<file path="config.mk">
export PLATFORM = sky130hd
export DESIGN_NAME = fifo_wptr_full
export DESIGN_NICKNAME = d
export VERILOG_FILES = /design/src/rtl/fifo_wptr_full.sv
export SDC_FILE = /design/constraint.sdc
export NUM_CORES = 1
export LEC_CHECK = 0
export ABC_AREA = 1
export CORE_ASPECT_RATIO = 0.6
export CORE_MARGIN = 2
export CORE_UTILIZATION = 45
export CTS_BUF_LIST = sky130_fd_sc_hd__clkbuf_16
export DETAILED_ROUTE_END_ITERATION = 12
export GPL_ROUTABILITY_DRIVEN = 0
export MAX_ROUTING_LAYER = met4
export PLACE_DENSITY = 0.7
export SYNTH_ARGS = -nofsm -noshare
export SYNTH_HDL_FRONTEND = slang
export SYNTH_SLANG_ARGS = --single-unit
</file>
<file path="constraint.sdc">
create_clock -name clk -period 3.2 [get_ports clk]
set_input_delay 0.48 -clock clk [delete_from_list [all_inputs] [get_ports clk]]
set_output_delay 0.48 -clock clk [all_outputs]
set_load 0.05 [all_outputs]
</file>
<file path="src/rtl/fifo_wptr_full.sv">
// Write-domain half of an async FIFO: binary/Gray write pointer, read-pointer
// synchroniser, and the full / almost_full / level / overflow flags.
module fifo_wptr_full #(
  parameter int PTR       = 8,
  parameter int AF_THRESH = (1 << PTR) - 2
) (
  input  logic           clk,
  input  logic           rst,
  input  logic           wr_en,
  input  logic [PTR:0]   rd_gray_ptr,
  output logic [PTR-1:0] wr_addr,
  output logic [PTR:0]   wr_bin_ptr,
  output logic [PTR:0]   wr_gray_ptr,
  output logic           full,
  output logic           almost_full,
  output logic [PTR:0]   wr_level,
  output logic           overflow
);

  localparam logic [PTR:0] AF_LEVEL = (PTR + 1)'(AF_THRESH);

  logic [PTR:0] rq1, rq2;
  logic [PTR:0] rbin_sync;
  logic [PTR:0] wbin_next, wgray_next, level_next;
  logic         push;

  // Each binary bit is the XOR of the Gray bits at and above it.
  always_comb begin
    for (int i = 0; i <= PTR; i++) begin
      rbin_sync[i] = ^(rq2 >> i);
    end
  end

  // NOTE: every always_comb output is assigned first thing, so no path leaves
  // a value held over from a previous evaluation (which would infer a latch).
  always_comb begin
    push       = wr_en & ~full;
    wbin_next  = wr_bin_ptr + (PTR + 1)'(push);
    wgray_next = (wbin_next >> 1) ^ wbin_next;
    level_next = wbin_next - rbin_sync;
  end

  // NOTE: sequential state uses non-blocking assignments so every flop samples
  // values from before the edge; blocking here would collapse the rq1->rq2 chain.
  always_ff @(posedge clk or posedge rst) begin
    if (rst) begin
      wr_bin_ptr  <= '0;
      wr_gray_ptr <= '0;
      rq1         <= '0;
      rq2         <= '0;
      wr_level    <= '0;
      full        <= 1'b0;
      almost_full <= 1'b0;
      overflow    <= 1'b0;
    end else begin
      rq1         <= rd_gray_ptr;
      rq2         <= rq1;
      wr_bin_ptr  <= wbin_next;
      wr_gray_ptr <= wgray_next;
      wr_level    <= level_next;
      // Full when the write pointer has lapped the read pointer exactly once:
      // top two Gray bits inverted, remainder equal.
      full        <= (wgray_next == {~rq2[PTR:PTR-1], rq2[PTR-2:0]});
      almost_full <= (level_next >= AF_LEVEL);
      overflow    <= wr_en & full;
    end
  end

  assign wr_addr = wr_bin_ptr[PTR-1:0];

endmodule

</file>
==> results.py, run 1 <==
metrics = {
    "detailed_routing": {
        "ant_nets": 0,
        "routed-wl-met2_mm": 1.74,
        "drt-total-wl_mm": 4.09,
        "routedWlPerCell_um": 11.2,
        "routed-via-count": 1649,
        "drtPass1Iterations": 4,
        "avgViaCountPerCell": 4.53,
        "drt_iter0_drc": 50,
        "wl_met3_um": 174,
        "drc": 0,
        "met1Wirelength_mm": 2.14,
        "top_layer": "met4",
    },
    "final_layout": {
        "final_area_mm2": 0.00297,
        "nets": 321,
        "syn2layout_area_growth_pct": 31.0,
        "drive_above_1_share_pct": 9.97,
        "n_antenna_cell": 0,
    },
    "sta": {
        "skew_ps": 6.79,
        "fmax_ghz": 0.336,
        "worstMarginPinSlew_ps": 931,
        "setup_violations": 0,
        "drv_slew": 0,
        "min_period_ps": 2980,
        "hold_viol_final": 0,
        "finalCritPeriodShare_pct": 93.1,
        "slew_headroom_pct": 37.8,
    },
    "place": {
        "post_dp_cell_area_mm2": 0.00279,
        "dp_hpwl_mm": 3.14,
        "io_buffers": 49,
    },
    "setup_path": {
        "crit_path_start_kind": "flip-flop",
        "cp_data_required_time_ps": 3370,
        "crit_type": "reg -> reg",
        "critPathCaptureType": "flip-flop",
        "cp_max_fo": 6,
        "worst_r2r_path_depth": 16,
        "arrival_ps": 3150,
    },
    "yosys": {
        "synth-seq-cells": 47,
        "synth_seq_area_share_pct": 51.8,
        "synth_area_per_cell_um2": 9.08,
        "syn_area_mm2": 0.00227,
        "ys_warn_count": 0,
        "yosysUniqueCellTypes": 24,
        "syn_inst": 250,
        "syn_nets": 271,
    },
    "floorplanning": {
        "die_area_mm2": 0.00565,
        "dieWidth_um": 95.7,
        "core_region_area_mm2": 0.00471,
        "std_cell_rows": 19,
        "start_util_pct": 48.2,
        "io_pins": 50,
        "die_h_um": 59.0,
    },
    "global_route": {
        "grt.total_usage_pct": 16.8,
        "grt_pass1_vias": 1483,
        "antenna_found_initial": 0,
        "grt_start_max_net_pins": 48,
        "grt_pass1_wl_mm": 6.70,
        "overflow": 0,
    },
    "hold_path": {
        "hold_depth": 0,
        "hold_class": "reg -> reg",
    },
    "cts": {
        "cts_buffer_depth": 2,
        "ctsHoldBuffers": 0,
        "cts.clk_slew.worst_paths_ps": 60,
        "cts_tree": "done",
        "clock_sinks": 47,
        "clkLatencyLatePin_ps": 290,
        "cts_root_buf": "clkbuf_16",
        "cts_made_buffers": 5,
        "cts_max_level": 2,
    },
    "outcome": {
        "status": "completed",
    },
    "run": {
        "drv_cap": 0,
    },
}
what timing repair did:
item                       CTS  global route
resized for setup            0             5
setup endpoints to repair    0             1
setup buffers                0             1
critical path, cell delays in order (launching register included):
cell and delay, ps:
dfrtp_1 450, xnor2_2 280, xnor2_2 180, xor2_1 280, xor2_1 240, inv_1 90
fa_1 430, nand3b_1 170, and2_1 170, inv_1 70, nand3_1 100, nand2_1 80
nand2_1 60, nand3b_1 90, nand2_1 70, nand2_1 70, nand2_1 40
stage by stage:
step | instances | hold WS, ps | setup WS, ps | util [%] | setup TNS (ps)
final | 364 | 348 | 222 | 63.2 | 0
after floorplan | 250 | 331 | 515 | - | 0
after global routing | 364 | 354 | -18.3 | 63.2 | -18.3
after detailed placement | 355 | 336 | 5.20 | 59.2 | 0
after global placement | 355 | 332 | 67.5 | 59.2 | 0
after CTS | 363 | 350 | 162 | 62.4 | 0
logic make-up (layout without fill, tap and decap cells):
| group | count (synthesis) | after routing | share of synthesized area (%) |
|---|---|---|---|
| AOI/OAI and AO/OA | 11 | 11 | 2.92 |
| xor gates and xnor gates | 22 | 22 | 8.48 |
| adders and majority gates | 9 | 9 | 5.29 |
| buffers and inverters | 51 | 102 | 9.92 |
| DFF | 47 | 47 | 51.8 |
| and+or+nand+nor | 110 | 110 | 21.6 |
registers in the layout (all words and copies together), names as in the netlist:
name,count
overflow,1
wr_bin_ptr,9
full,1
rq2,9
wr_level,9
almost_full,1
wr_gray_ptr,8
rq1,9
cell usage in the layout, fill, tap and decap left out, types with 3 or more instances in the layout:
cell type         n
buf_4             3
ha_1              8
nand3_1          17
inv_1            39
nand3b_1          4
xor2_1           10
nand2_2           6
nor2_1           12
xnor2_1           8
dfrtp_1          46
clkbuf_16         5
nand2_1          64
o21ai_0           3
clkdlybuf4s50_1  49
a21oi_1           3
inv_2             3
per-layer routing:
layer	up-vias	global-route usage (%)
li1	853	-
met1	759	25.0
met2	33	22.7
met3	4	4.20
met4	0	4.90
met5	-	-
layout make-up:
cell class / instances / area [um^2]
clock buffers: 5 / 125
clock inverters: 3 / 22.5
fillers: 404 / 1730
inverters: 42 / 158
multi-input cells: 152 / 900
flip-flops and latches: 47 / 1180
well taps: 63 / 78.8
repair buffers: 52 / 513
final timing paths:
check                      startpoint              to  slack [ps]
setup / recovery               rq2[7]     almost_full         220
hold / removal                 rq1[1]          rq2[1]         350
setup reg to reg               rq2[7]     almost_full         220
hold reg to reg                rq1[1]          rq2[1]         350
max in group asynchronous         rst          rq2[6]        1840
min in group asynchronous         rst  wr_gray_ptr[0]         720
cells in the mapped netlist:
| master | n | share of area, % |
|---|---|---|
| a21boi_1 | 1 | 0.33 |
| a21oi_1 | 3 | 0.66 |
| and2_1 | 1 | 0.28 |
| buf_4 | 9 | 3.0 |
| dfrtp_1 | 47 | 52 |
| fa_1 | 1 | 0.88 |
| ha_1 | 8 | 4.4 |
| inv_1 | 40 | 6.6 |
| inv_2 | 2 | 0.33 |
| nand2_1 | 64 | 11 |
| nand2_2 | 6 | 1.7 |
| nand3_1 | 17 | 3.7 |
| nand3b_1 | 4 | 1.3 |
| nand4_1 | 1 | 0.28 |
| nor2_1 | 12 | 2.0 |
| nor2_4 | 2 | 0.99 |
| nor3_1 | 1 | 0.22 |
| o21ai_0 | 3 | 0.66 |
| o21ai_1 | 1 | 0.22 |
| o21ai_2 | 1 | 0.39 |
| o21bai_1 | 2 | 0.66 |
| or2_2 | 2 | 0.55 |
| xnor2_1 | 10 | 3.9 |
| xor2_1 | 12 | 4.6 |
Power of run 1 is not shown: default switching activity piles up to over one toggle a cycle in this logic, so the estimate is an artifact.
==> inputs of run 2 (changes only) <==
--- a/config.mk
+++ b/config.mk
@@ -6,6 +6,7 @@
 export NUM_CORES = 1
 export LEC_CHECK = 0
 export ABC_AREA = 1
+export CAP_MARGIN = 40
 export CORE_ASPECT_RATIO = 0.6
 export CORE_MARGIN = 2
 export CORE_UTILIZATION = 45
==> results.py, run 2 (synthesized netlist as in run 1, its figures left out) <==
metrics = {
    "outcome": {
        "status": "completed",
    },
    "setup_path": {
        "reg2reg_slack_ps": 330,
        "cp_data_required_time_ps": 3380,
        "critPathCaptureType": "flip-flop",
        "arrival_ps": 3070,
        "crit_type": "in -> reg",
        "crit_path_start_kind": "input port",
        "cp_max_fo": 5,
    },
    "detailed_routing": {
        "routedWlPerCell_um": 11.4,
        "drt_iter0_drc": 55,
        "avgViaCountPerCell": 4.53,
        "drtPass1Iterations": 4,
        "drc": 0,
        "drt-total-wl_mm": 4.17,
        "ant_nets": 0,
        "routed-via-count": 1652,
    },
    "sta": {
        "slew_headroom_pct": 66.1,
        "worstMarginPinSlew_ps": 507,
        "setup_violations": 0,
        "drv_slew": 0,
        "setup_tns_ps": 0,
        "hold_viol_final": 0,
        "skew_ps": 6.52,
        "fmax_ghz": 0.346,
        "finalCritPeriodShare_pct": 90.2,
        "min_period_ps": 2890,
        "rsz0062_at_grt": "false",
    },
    "final_layout": {
        "n_antenna_cell": 0,
        "nets": 322,
        "mostFrequentLayoutCells": "64 x nand2_1, 49 x clkdlybuf4s50_1, 46 x dfrtp_1",
        "final_common_cell": "nand2_1",
        "drive_above_1_share_pct": 10.9,
        "fill_cells": 391,
        "syn2layout_area_growth_pct": 32.5,
    },
    "global_route": {
        "overflow": 0,
        "grt_start_max_net_pins": 30,
        "grt.total_usage_pct": 17.6,
        "antenna_found_initial": 0,
        "grt_pass1_vias": 1514,
        "grt_pass1_wl_mm": 7.11,
    },
    "floorplanning": {
        "die_area_mm2": 0.00565,
        "die_h_um": 59.0,
        "std_cell_rows": 19,
        "start_util_pct": 48.2,
        "core_region_area_mm2": 0.00471,
        "dieWidth_um": 95.7,
        "io_pins": 50,
    },
    "cts": {
        "cts_root_buf": "clkbuf_16",
        "cts_made_buffers": 5,
        "clock_sinks": 47,
        "cts_max_level": 2,
        "cts.clk_slew.worst_paths_ps": 60,
        "cts_buffer_depth": 2,
        "clkLatencyLatePin_ps": 290,
        "cts_tree": "done",
    },
    "place": {
        "io_buffers": 49,
        "dp_hpwl_mm": 3.19,
    },
    "run": {
        "drv_cap": 0,
    },
    "hold_path": {
        "hold_class": "reg -> reg",
    },
}
-- run 2: path summary, 6_finish.rpt --
| kind | start | end | cells after the start |
|---|---|---|---|
| max in group asynchronous | rst | wr_level[7] | 3 |
| min | rq1[1] | rq2[1] | 0 |
| max reg2reg | rq2[5] | almost_full | 18 |
| min reg2reg | rq1[1] | rq2[1] | 0 |
| max | wr_en | almost_full | 18 |
| min in group asynchronous | rst | rq1[0] | 2 |
-- run 2: layout make-up --
type	instances	area, um^2	area share [%]
Inverter	42	158	5.24
Clock buffer	5	125	4.16
Timing Repair Buffer	53	533	17.7
Tap cell	63	78.8	2.62
Clock inverter	3	22.5	0.748
Multi-Input combinational cell	152	915	30.4
Sequential cell	47	1180	39.1
-- run 2: through the flow --
| step | setup slack [ps] | hold WS, ps | cells | util (%) | area [um^2] |
|---|---|---|---|---|---|
| after floorplan | 515 | 331 | 250 | - | 2270 |
| after global placement | 67.5 | 332 | 355 | 59.2 | 2790 |
| after detailed placement | 2.95 | 336 | 356 | 59.6 | 2810 |
| after CTS | 180 | 350 | 364 | 62.8 | 2960 |
| after global routing | 17.0 | 355 | 365 | 63.9 | 3010 |
| final | 312 | 348 | 365 | 63.9 | 3010 |
-- run 2: layer usage --
layer / vias to the layer above / wire [um] / global-route usage (%)
li1: 850 / - / -
met1: 761 / 2100 / 26.7
met2: 36 / 1830 / 23.3
met3: 5 / 192 / 4.20
met4: 0 / 42 / 4.90
met5: - / 0 / -
-- run 2: worst max-delay path: stages --
cell and delay [ps]:
clkdlybuf4s50_1 480, inv_1 40, nor2_1 140, ha_1 200, nor2_1 70, nor2_4 200
inv_1 90, fa_1 460, nand3b_1 170, and2_1 170, inv_1 70, nand3_1 100
nand2_1 80, nand2_1 60, nand3b_1 90, nand2_1 70, nand2_1 70, nand2_1 40
-- run 2: timing repair --
action,4_1_cts,5_1_grt
resized for setup,0,7
setup buffers,0,1
hold buffers,0,0
endpoints found under the hold margin,0,0
endpoints found under the setup margin,0,1
Power of run 2 is left out for the same reason.
==> inputs of run 3 (changes only) <==
--- a/config.mk
+++ b/config.mk
@@ -11,6 +11,7 @@
 export CORE_MARGIN = 2
 export CORE_UTILIZATION = 45
 export CTS_BUF_LIST = sky130_fd_sc_hd__clkbuf_16
+export CTS_CLUSTER_SIZE = 20
 export DETAILED_ROUTE_END_ITERATION = 12
 export GPL_ROUTABILITY_DRIVEN = 0
 export MAX_ROUTING_LAYER = met4
==> results of run 3 <==
Final layout, timing and power as in run 2 (identical DEF).
Power of run 3 is left out for the same reason.
